## config.mk

```make
export PLATFORM = sky130hd
export DESIGN_NAME = sfx_sequencer
export DESIGN_NICKNAME = d
export VERILOG_FILES = /design/src/rtl/sfx_sequencer.sv
export SDC_FILE = /design/constraint.sdc
export NUM_CORES = 1
export LEC_CHECK = 0
export ABC_CLOCK_PERIOD_IN_PS = 2800
export CORE_MARGIN = 2
export CORE_UTILIZATION = 51
export DETAILED_ROUTE_END_ITERATION = 16
export GPL_TIMING_DRIVEN = 0
export PLACE_DENSITY_LB_ADDON = 0.3
export SYNTH_ARGS = -nofsm -noshare
export SYNTH_HDL_FRONTEND = slang
export SYNTH_SLANG_ARGS = --single-unit
export TNS_END_PERCENT = 1
```

## constraint.sdc

```tcl
create_clock -name clk -period 2.8 [get_ports clk]
set_clock_uncertainty 0.15 [all_clocks]
set_input_delay 0.28 -clock clk [delete_from_list [all_inputs] [get_ports clk]]
set_output_delay 0.28 -clock clk [all_outputs]
set_load 0.005 [all_outputs]
```

## src/rtl/sfx_sequencer.sv

```systemverilog
// sfx_sequencer: square-wave beep/win/lose jingle generator paced by codec sample requests.
// Optional mute input is compiled in when SFX_MUTE_EN is defined.
module sfx_sequencer #(
  parameter int SAMPLE_RATE  = 48000,
  parameter int BEEP_SAMPLES = 4800,
  parameter int NOTE_SAMPLES = 7200,
  parameter int AMPLITUDE    = 8192
) (
  input  logic              clk,
  input  logic              reset,
  input  logic              play_sound,
  input  logic [1:0]        game_state,
  input  logic              sample_req,
`ifdef SFX_MUTE_EN
  input  logic              mute,
`endif
  output logic signed [15:0] sample,
  output logic              sample_valid,
  output logic              busy
);
  typedef enum logic [2:0] {IDLE, BEEP, WIN_N0, WIN_N1, WIN_N2, LOSE_N0, LOSE_N1} state_t;
  localparam logic [7:0] HP_BEEP = 8'(SAMPLE_RATE / (2 * 880));
  localparam logic [7:0] HP_C5 = 8'(SAMPLE_RATE / (2 * 523));
  localparam logic [7:0] HP_E5 = 8'(SAMPLE_RATE / (2 * 659));
  localparam logic [7:0] HP_G5 = 8'(SAMPLE_RATE / (2 * 784));
  localparam logic [7:0] HP_G4 = 8'(SAMPLE_RATE / (2 * 392));
  localparam logic [7:0] HP_C4 = 8'(SAMPLE_RATE / (2 * 262));
  localparam logic [15:0] BEEP_LAST = 16'(BEEP_SAMPLES - 1);
  localparam logic [15:0] NOTE_LAST = 16'(NOTE_SAMPLES - 1);
  localparam logic signed [15:0] AMP = 16'(AMPLITUDE);
  state_t state_q, state_d, eff_state, next_note;
  logic [15:0] dur_q, dur_d, eff_dur, len_last;
  logic [7:0] ph_q, ph_d, eff_ph, hp;
  logic pol_q, pol_d, eff_pol;
  logic [1:0] prev_state_q;
  logic prev_play_q;
  logic signed [15:0] sample_q, sample_d;
  logic valid_q, valid_d, busy_q, busy_d;
  logic beep_ev, win_ev, lose_ev, restart, active, ph_wrap, dur_end, muted;
`ifdef SFX_MUTE_EN
  assign muted = mute;
`else
  assign muted = 1'b0;
`endif
  always_ff @(posedge clk or posedge reset)
    if (reset) begin
      state_q      <= IDLE;
      dur_q        <= '0;
      ph_q         <= '0;
      pol_q        <= 1'b0;
      prev_state_q <= 2'b00;
      prev_play_q  <= 1'b0;
      sample_q     <= '0;
      valid_q      <= 1'b0;
      busy_q       <= 1'b0;
    end else begin
      state_q      <= state_d;
      dur_q        <= dur_d;
      ph_q         <= ph_d;
      pol_q        <= pol_d;
      prev_state_q <= game_state;
      prev_play_q  <= play_sound;
      sample_q     <= sample_d;
      valid_q      <= valid_d;
      busy_q       <= busy_d;
    end
  // Events restart the note first, so a coincident request plays index 0 of the new note.
  always_comb begin
    beep_ev   = play_sound & ~prev_play_q;
    win_ev    = (game_state == 2'b10) & (prev_state_q != 2'b10);
    lose_ev   = (game_state == 2'b11) & (prev_state_q != 2'b11);
    restart   = win_ev | lose_ev | (beep_ev & (state_q == IDLE || state_q == BEEP));
    eff_state = win_ev ? WIN_N0 : lose_ev ? LOSE_N0 : restart ? BEEP : state_q;
    eff_dur   = restart ? '0 : dur_q;
    eff_ph    = restart ? '0 : ph_q;
    eff_pol   = restart ? 1'b0 : pol_q;
    hp        = eff_state == BEEP ? HP_BEEP : eff_state == WIN_N0 ? HP_C5 :
                eff_state == WIN_N1 ? HP_E5 : eff_state == WIN_N2 ? HP_G5 :
                eff_state == LOSE_N0 ? HP_G4 : HP_C4;
    len_last  = eff_state == BEEP ? BEEP_LAST : NOTE_LAST;
    next_note = eff_state == WIN_N0 ? WIN_N1 : eff_state == WIN_N1 ? WIN_N2 :
                eff_state == LOSE_N0 ? LOSE_N1 : IDLE;
    active    = sample_req & (eff_state != IDLE);
    ph_wrap   = eff_ph == hp - 8'd1;
    dur_end   = eff_dur == len_last;
    state_d   = active && dur_end ? next_note : eff_state;
    dur_d     = active ? (dur_end ? '0 : eff_dur + 16'd1) : eff_dur;
    ph_d      = active ? (dur_end || ph_wrap ? '0 : eff_ph + 8'd1) : eff_ph;
    pol_d     = active ? (dur_end ? 1'b0 : eff_pol ^ ph_wrap) : eff_pol;
  end
  always_comb begin
    sample_d = sample_req ? (active && !muted ? (eff_pol ? -AMP : AMP) : '0) : sample_q;
    valid_d  = sample_req;
    busy_d   = state_d != IDLE;
  end
  assign sample       = sample_q;
  assign sample_valid = valid_q;
  assign busy         = busy_q;
endmodule

```

* After elaboration in Yosys (flattened, before gate mapping)
Cells that the tools add are included.
** Storage, ports and cells
- Flip-flop bits (word level) :: 49
- Input port bits :: 6
** Operators by class
- Add/sub/neg operators :: 3
- Equal/unequal tests :: 12
- Muxes and demuxes :: 24
- Bitwise logic cells :: 9
- Reductions and logical operators :: 6
** Operator list (number)
- 16-bit two-way mux :: 5
- 7-bit two-way mux :: 5
- 8-bit two-way mux :: 3
- 3-bit two-way mux :: 7
- 16-bit by 1-bit adder with 16-bit output, second input constant :: 1
- 16-bit by 13-bit == test with 1-bit output :: 1
- 12-bit two-way mux :: 1
- 8-bit by 1-bit adder with 8-bit output, second input constant :: 1
- 8-bit == test :: 1
- 7-bit by 1-bit subtractor with 8-bit output, second input constant :: 1
- 3-bit by 1-bit == test with 1-bit output, second input constant :: 2
- 3-bit by 2-bit == test with 1-bit output, second input constant :: 2
- 3-bit == test, second input constant :: 2
- 3-bit nonzero test :: 2
- 1-bit bitwise AND :: 5
- 2-bit == test, second input constant :: 2
- 2-bit != test, second input constant :: 2
- 3-bit logical NOT :: 1
- 1-bit two-way mux :: 3
- 1-bit logical OR :: 2
- 1-bit OR :: 2
- 1-bit logical AND :: 1
- 1-bit inverter :: 1
- 1-bit bitwise XOR :: 1

* Logic depth before layout (Yosys ltp)
- Word-level depth :: 18
- Depth in mapped cells :: 13

* Worst setup path after synthesis
OpenSTA, ideal clock, no wires.
- Path kind :: reg-to-reg
- From :: register prev_state_q[0]
- To :: register busy_q (netlist: busy)
- Arrival :: 2762 ps
- Setup slack :: -241 ps
- Cell stages (with the launch flop) :: 13
- Period minus slack after synthesis :: 3041 ps
- Cell sequence :: dfrtp_1 -> xnor2_2 -> o211a_2 -> buf_6 -> clkbuf_1 -> and2_1 -> ha_1 -> nand3_1 -> or3_4 -> a211oi_2 -> buf_4 -> nor2_1 -> o41a_1
** Between the ends
- Longest elaborated chain between the ends :: 13
** RTL lines
- start: declaration :: line 35 : logic [1:0] prev_state_q;
- start signal: assignment :: line 61 : prev_state_q <= game_state;
- 2-bit != test, on equally long branches :: line 70, 71
- 1-bit bitwise AND, on equally long branches :: line 70, 71
- 1-bit OR (2 in a row) :: line 72 : restart = win_ev | lose_ev | (beep_ev & (state_q == IDLE || state_q == BEEP));
- 3-bit two-way mux (3 in a row) :: line 73 : eff_state = win_ev ? WIN_N0 : lose_ev ? LOSE_N0 : restart ? BEEP : state_q;
- 3-bit by 1-bit == test with 1-bit output or 3-bit == test (tied branches) :: line 80, 82
- 12-bit two-way mux or 3-bit two-way mux (tied branches) :: line 80, 82
- 16-bit by 13-bit == test with 1-bit output or 3-bit two-way mux (tied branches) :: line 85, 81
- 1-bit logical AND or 3-bit two-way mux (tied branches) :: line 86, 81
- 3-bit two-way mux (*) :: line 86 : state_d = active && dur_end ? next_note : eff_state;
- 3-bit nonzero test (*) :: line 94 : busy_d = state_d != IDLE;
- named net busy_d :: line 38 : logic valid_q, valid_d, busy_q, busy_d;
- end signal: assignment :: line 65 : busy_q <= busy_d;
- end: declaration :: line 38
Mark *: on every way through the listed nets, which the timed path passes. The rest lies on a longest branch.
A chain may end at the register's enable or synchronous reset.

* Worst setup path in the final report
- From :: register state_q[1]
- To :: register ph_q[3]
** Between the ends
- Longest elaborated chain between the ends :: 18
** RTL lines
- start: declaration :: line 31 : state_t state_q, state_d, eff_state, next_note;
- start signal: assignment :: line 57 : state_q <= state_d;
- 3-bit by 1-bit == test with 1-bit output or 3-bit logical NOT (tied branches) :: line 72
- 1-bit logical OR :: line 72
- 1-bit bitwise AND :: line 72
- 1-bit OR :: line 72
- 3-bit two-way mux (3 in a row) :: line 73
- 3-bit == test :: line 79 : eff_state == LOSE_N0 ? HP_G4 : HP_C4;
- 7-bit two-way mux :: line 79
- 7-bit two-way mux (2 in a row) :: line 78 : eff_state == WIN_N1 ? HP_E5 : eff_state == WIN_N2 ? HP_G5 :
- 7-bit two-way mux (2 in a row) :: line 77 : hp = eff_state == BEEP ? HP_BEEP : eff_state == WIN_N0 ? HP_C5 :
- 7-bit by 1-bit subtractor with 8-bit output :: line 84 : ph_wrap = eff_ph == hp - 8'd1;
- 8-bit == test :: line 84
- 1-bit logical OR :: line 88 : ph_d = active ? (dur_end || ph_wrap ? '0 : eff_ph + 8'd1) : eff_ph;
- 8-bit two-way mux :: line 88
- 8-bit two-way mux (*) :: line 88
- named net ph_d[3] :: line 33 : logic [7:0] ph_q, ph_d, eff_ph, hp;
- end signal: assignment :: line 59 : ph_q <= ph_d;
- end: declaration :: line 33
Marks and branches as above.

==> summary.txt <==
Timing
  – Max-slew violations: 0
  – Fmax: 358 MHz
  – Worst slew pin tran: 0.768 ns
  – Setup ws final: 0.00280 ns
  – Final Hold Violating Endpoints: 0
  – WHS: 0.0827 ns
  – Final setup viols: 0
  – RSZ-0062 raised after global routing: yes
  – Minimum clock period: about 2.8 ns
  – Final Cycle Share: 99.9%
  – Max-slew headroom: between 40% and 50%

Critical path
  – Crit-path cells: or4b_4 -> o211a_4 -> clkbuf_16 -> and2_4 -> ha_4 -> nand3_4 -> or3_4 -> a211oi_4 -> or4_4 -> nor3_2
  – Worst path buffer plus inverter count: 1
  – Worst EP required: 2.85 ns
  – Crit path DAT: 2.85 ns
  – CP max-delay cell: or4b_4
  – Crit path launch type: flip-flop
  – CP top delay family: simple AND/OR/NAND/NOR gates
  – Max stage delay on crit path: between 0.5 and 0.6 ns
  – CP Max Fanout: 5
  – Element type at the critical path end: flip-flop
  – Crit path kind: flip-flop to flip-flop

Finish
  – Layout Area Growth over Synthesis: 24.4%
  – Filler Cell Count: between 300 and 400
  – Core Util, Final: between 60% and 70%
  – Ant diodes: 0
  – Nets: 318
  – Layout cell share with drive strength beyond 1: 26.2%

Logic synthesis
  – Sequential fraction of the synthesis area: 37.2%
  – Synth Area per Inst: roughly 9 µm²
  – Flops & latches, synth: 35
  – Gate Count Post-Synth: 262
  – Largest cells by area after synthesis: dfrtp_1, buf_4, xnor2_1, nor2_1, xor2_1
  – Synth warnings: 0
  – Post-synth cell types: 58
  – Post-synth ARST share: 100%
  – Most used DFF post-synth: dfrtp_1
  – Post-synth EDFFs: 0
  – Area fraction of the dominant cell type after synthesis: 37.2%
  – Top cell type by total area after synthesis: dfrtp_1
  – Synthesized cell area: 2350 µm²

Drt
  – Routed WL: 5.80 mm
  – Routed Antenna Nets: 0
  – Wire per inst: approximately 16 µm
  – Vias: 2094
  – DRC viols: 0
  – 1st-iter DRT viols: 187
  – Vias per cell: approximately 5.8
  – First-pass DRT Iterations: 4

Die
  – Die X: 71.9 µm
  – Core footprint: 4410 µm²
  – Die height: 71.9 µm
  – Io pins: 24
  – Initial Util: 53.3%
  – DIE AREA: 5170 µm²
  – Site Rows: 24

Power
  – PD cells: 444 nW/µm²
  – Peak supply drop: 0.267 mV
  – Static Leak: ~0.0012 µW

Run
  – Max-Cap Viols: 0

CTS
  – Worst skew pair latency: ~0.29 ns
  – H-tree Lvls: 2
  – Clock tree root driver cell: clkbuf_8
  – Cts bufs inserted: 5
  – CTS tree: done
  – Clock Tree Buf Depth: 2
  – CTS clk-pin slew, worst paths: 0.08 ns
  – Hold_buf cts: 0
  – Sink Count: 35

Worst hold path
  – Hold WC Path Type: input port to flip-flop

Global route
  – Vias in the first global route: 1899
  – First-pass GRT wire length: roughly 9.1 mm
  – Total GRT Usage: 22.8%
  – Largest net degree at the start of global routing: 36
  – GRT overflow: 0
  – Initial antenna violation count: 0

Placement
  – RePlAce Congestion: 0.891
  – DP Worst Slack: -0.758 ns
  – PortBufs: 10
  – Post-DP HPWL: 3.79 mm

Status
  – Status: finished clean
==> routing by layer <==
layer | GRT usage [%] | up-vias | part of all wire (%)
met1 | 30.4 | 1019 | 45
met4 | 8.81 | 0 | 2.8
met3 | 4.44 | 15 | 4.8
met5 | 0 | - | 0
met2 | 36.9 | 60 | 48
li1 | - | 1000 | -
==> sequential cells by signal, indices dropped and copies added (netlist names) <==
signal,count
pol_q,1
sample_valid,1
dur_q,16
prev_state_q,2
ph_q,8
sample,2
state_q,3
busy,1
prev_play_q,1
==> layout by cell type, fill, tap and decap left out, types with 2 or more instances in the layout <==
master	Yosys	layout
a21o_1	3	2
a21oi_1	12	11
a22o_1	2	2
and2_1	6	4
and3_1	7	7
buf_4	15	36
buf_6	3	2
clkbuf_1	4	3
clkbuf_4	0	2
clkbuf_8	0	6
clkdlybuf4s50_1	0	7
conb_1	1	13
dfrtp_1	35	33
dfrtp_2	0	2
dlygate4sd2_1	0	2
inv_1	10	8
inv_2	0	2
mux2_2	2	2
mux2i_1	4	4
nand2_1	17	17
nand2b_1	5	5
nand3_1	9	8
nand3_4	1	2
nand4_1	11	11
nor2_1	24	23
nor2b_1	4	2
nor3_1	12	12
nor3b_1	2	2
nor4_1	4	3
o211ai_1	3	3
o21a_1	2	2
o21ai_0	4	4
o31ai_1	3	2
or3_1	4	4
xnor2_1	11	11
xor2_1	8	8
==> path summary, 6_finish.rpt <==
path	from	slack, ns	end	cells past startpoint
max	state_q[1]$_DFF_PP0_	0.003	ph_q[3]$_DFF_PP0_	10
min in group asynchronous	reset	0.29	ph_q[6]$_DFF_PP0_	2
max reg2reg	state_q[1]$_DFF_PP0_	0.003	ph_q[3]$_DFF_PP0_	10
min	game_state[1]	0.08	prev_state_q[1]$_DFF_PP0_	1
min reg2reg	dur_q[15]$_DFF_PP0_	0.34	dur_q[15]$_DFF_PP0_	1
max in group asynchronous	reset	1.66	prev_state_q[1]$_DFF_PP0_	2
==> metrics by stage <==
stage | power (µW) | cell area, µm² | cells | setup TNS (ns)
2_1_floorplan | 786 | 2430 | 274 | 0
3_3_place_gp | 850 | 2590 | 336 | -12.72
3_5_place_dp | 857 | 2590 | 336 | -13.33
4_1_cts | 1260 | 2790 | 352 | -0.150
5_1_grt | 1360 | 2930 | 361 | -0.202
6_report | 1300 | 2930 | 361 | 0
==> logic make-up after synthesis <==
| kind of cell | share of synthesized area (%) |
|---|---|
| other cells | 0.159 |
| mux | 2.66 |
| buf+inv | 9.30 |
| compound gates | 13.6 |
| simple gates | 27.8 |
| xor+xnor | 7.76 |
| flops | 37.2 |
| fa+ha+maj | 1.60 |
==> timing repair <==
item                       CTS  global route
pin swaps                    7             9
setup buffers               10            10
gates resized for setup     12            20
setup endpoints to repair   24            22
==> worst reg2reg max path, stage by stage, from the launching register on <==
cell	delay [ns]
dfrtp_2	0.44
or4b_4	0.58
o211a_4	0.20
clkbuf_16	0.15
and2_4	0.14
ha_4	0.16
nand3_4	0.08
or3_4	0.14
a211oi_4	0.05
or4_4	0.49
nor3_2	0.13
==> area by class of cell <==
type	instances	area (µm²)	share of cell area (%)
Buffer	24	194	6.62
Clock buffer	6	82.6	2.82
Clock inverter	1	5.00	0.171
Inverter	10	37.5	1.28
Multi-Input combinational cell	203	1420	48.3
Sequential cell	35	878	30.0
Tap cell	52	65.1	2.22
Timing Repair Buffer	30	250	8.55
==> report_power, final <==
| part | switching (µW) | internal [µW] |
|---|---|---|
| Sequential | 27.8 | 530 |
| Clock | 182 | 193 |
| Combinational | 190 | 177 |
| Total | 400 | 899 |
==> synthesized netlist by cell type, types with 3 or more instances <==
library cell / count
nor4_1: 4
o211ai_1: 3
nand2b_1: 5
ha_1: 3
mux2i_1: 4
nand4_1: 11
a21o_1: 3
nor2b_1: 4
nand2_1: 17
xnor2_1: 11
o21ai_0: 4
buf_2: 4
buf_6: 3
dfrtp_1: 35
xor2_1: 8
and3_1: 7
a21oi_1: 12
clkbuf_1: 4
nand3_1: 9
inv_1: 10
and2_1: 6
o31ai_1: 3
nor3_1: 12
buf_4: 15
or3_1: 4
nor2_1: 24
Note: power is estimated with default switching activity, not from simulation.
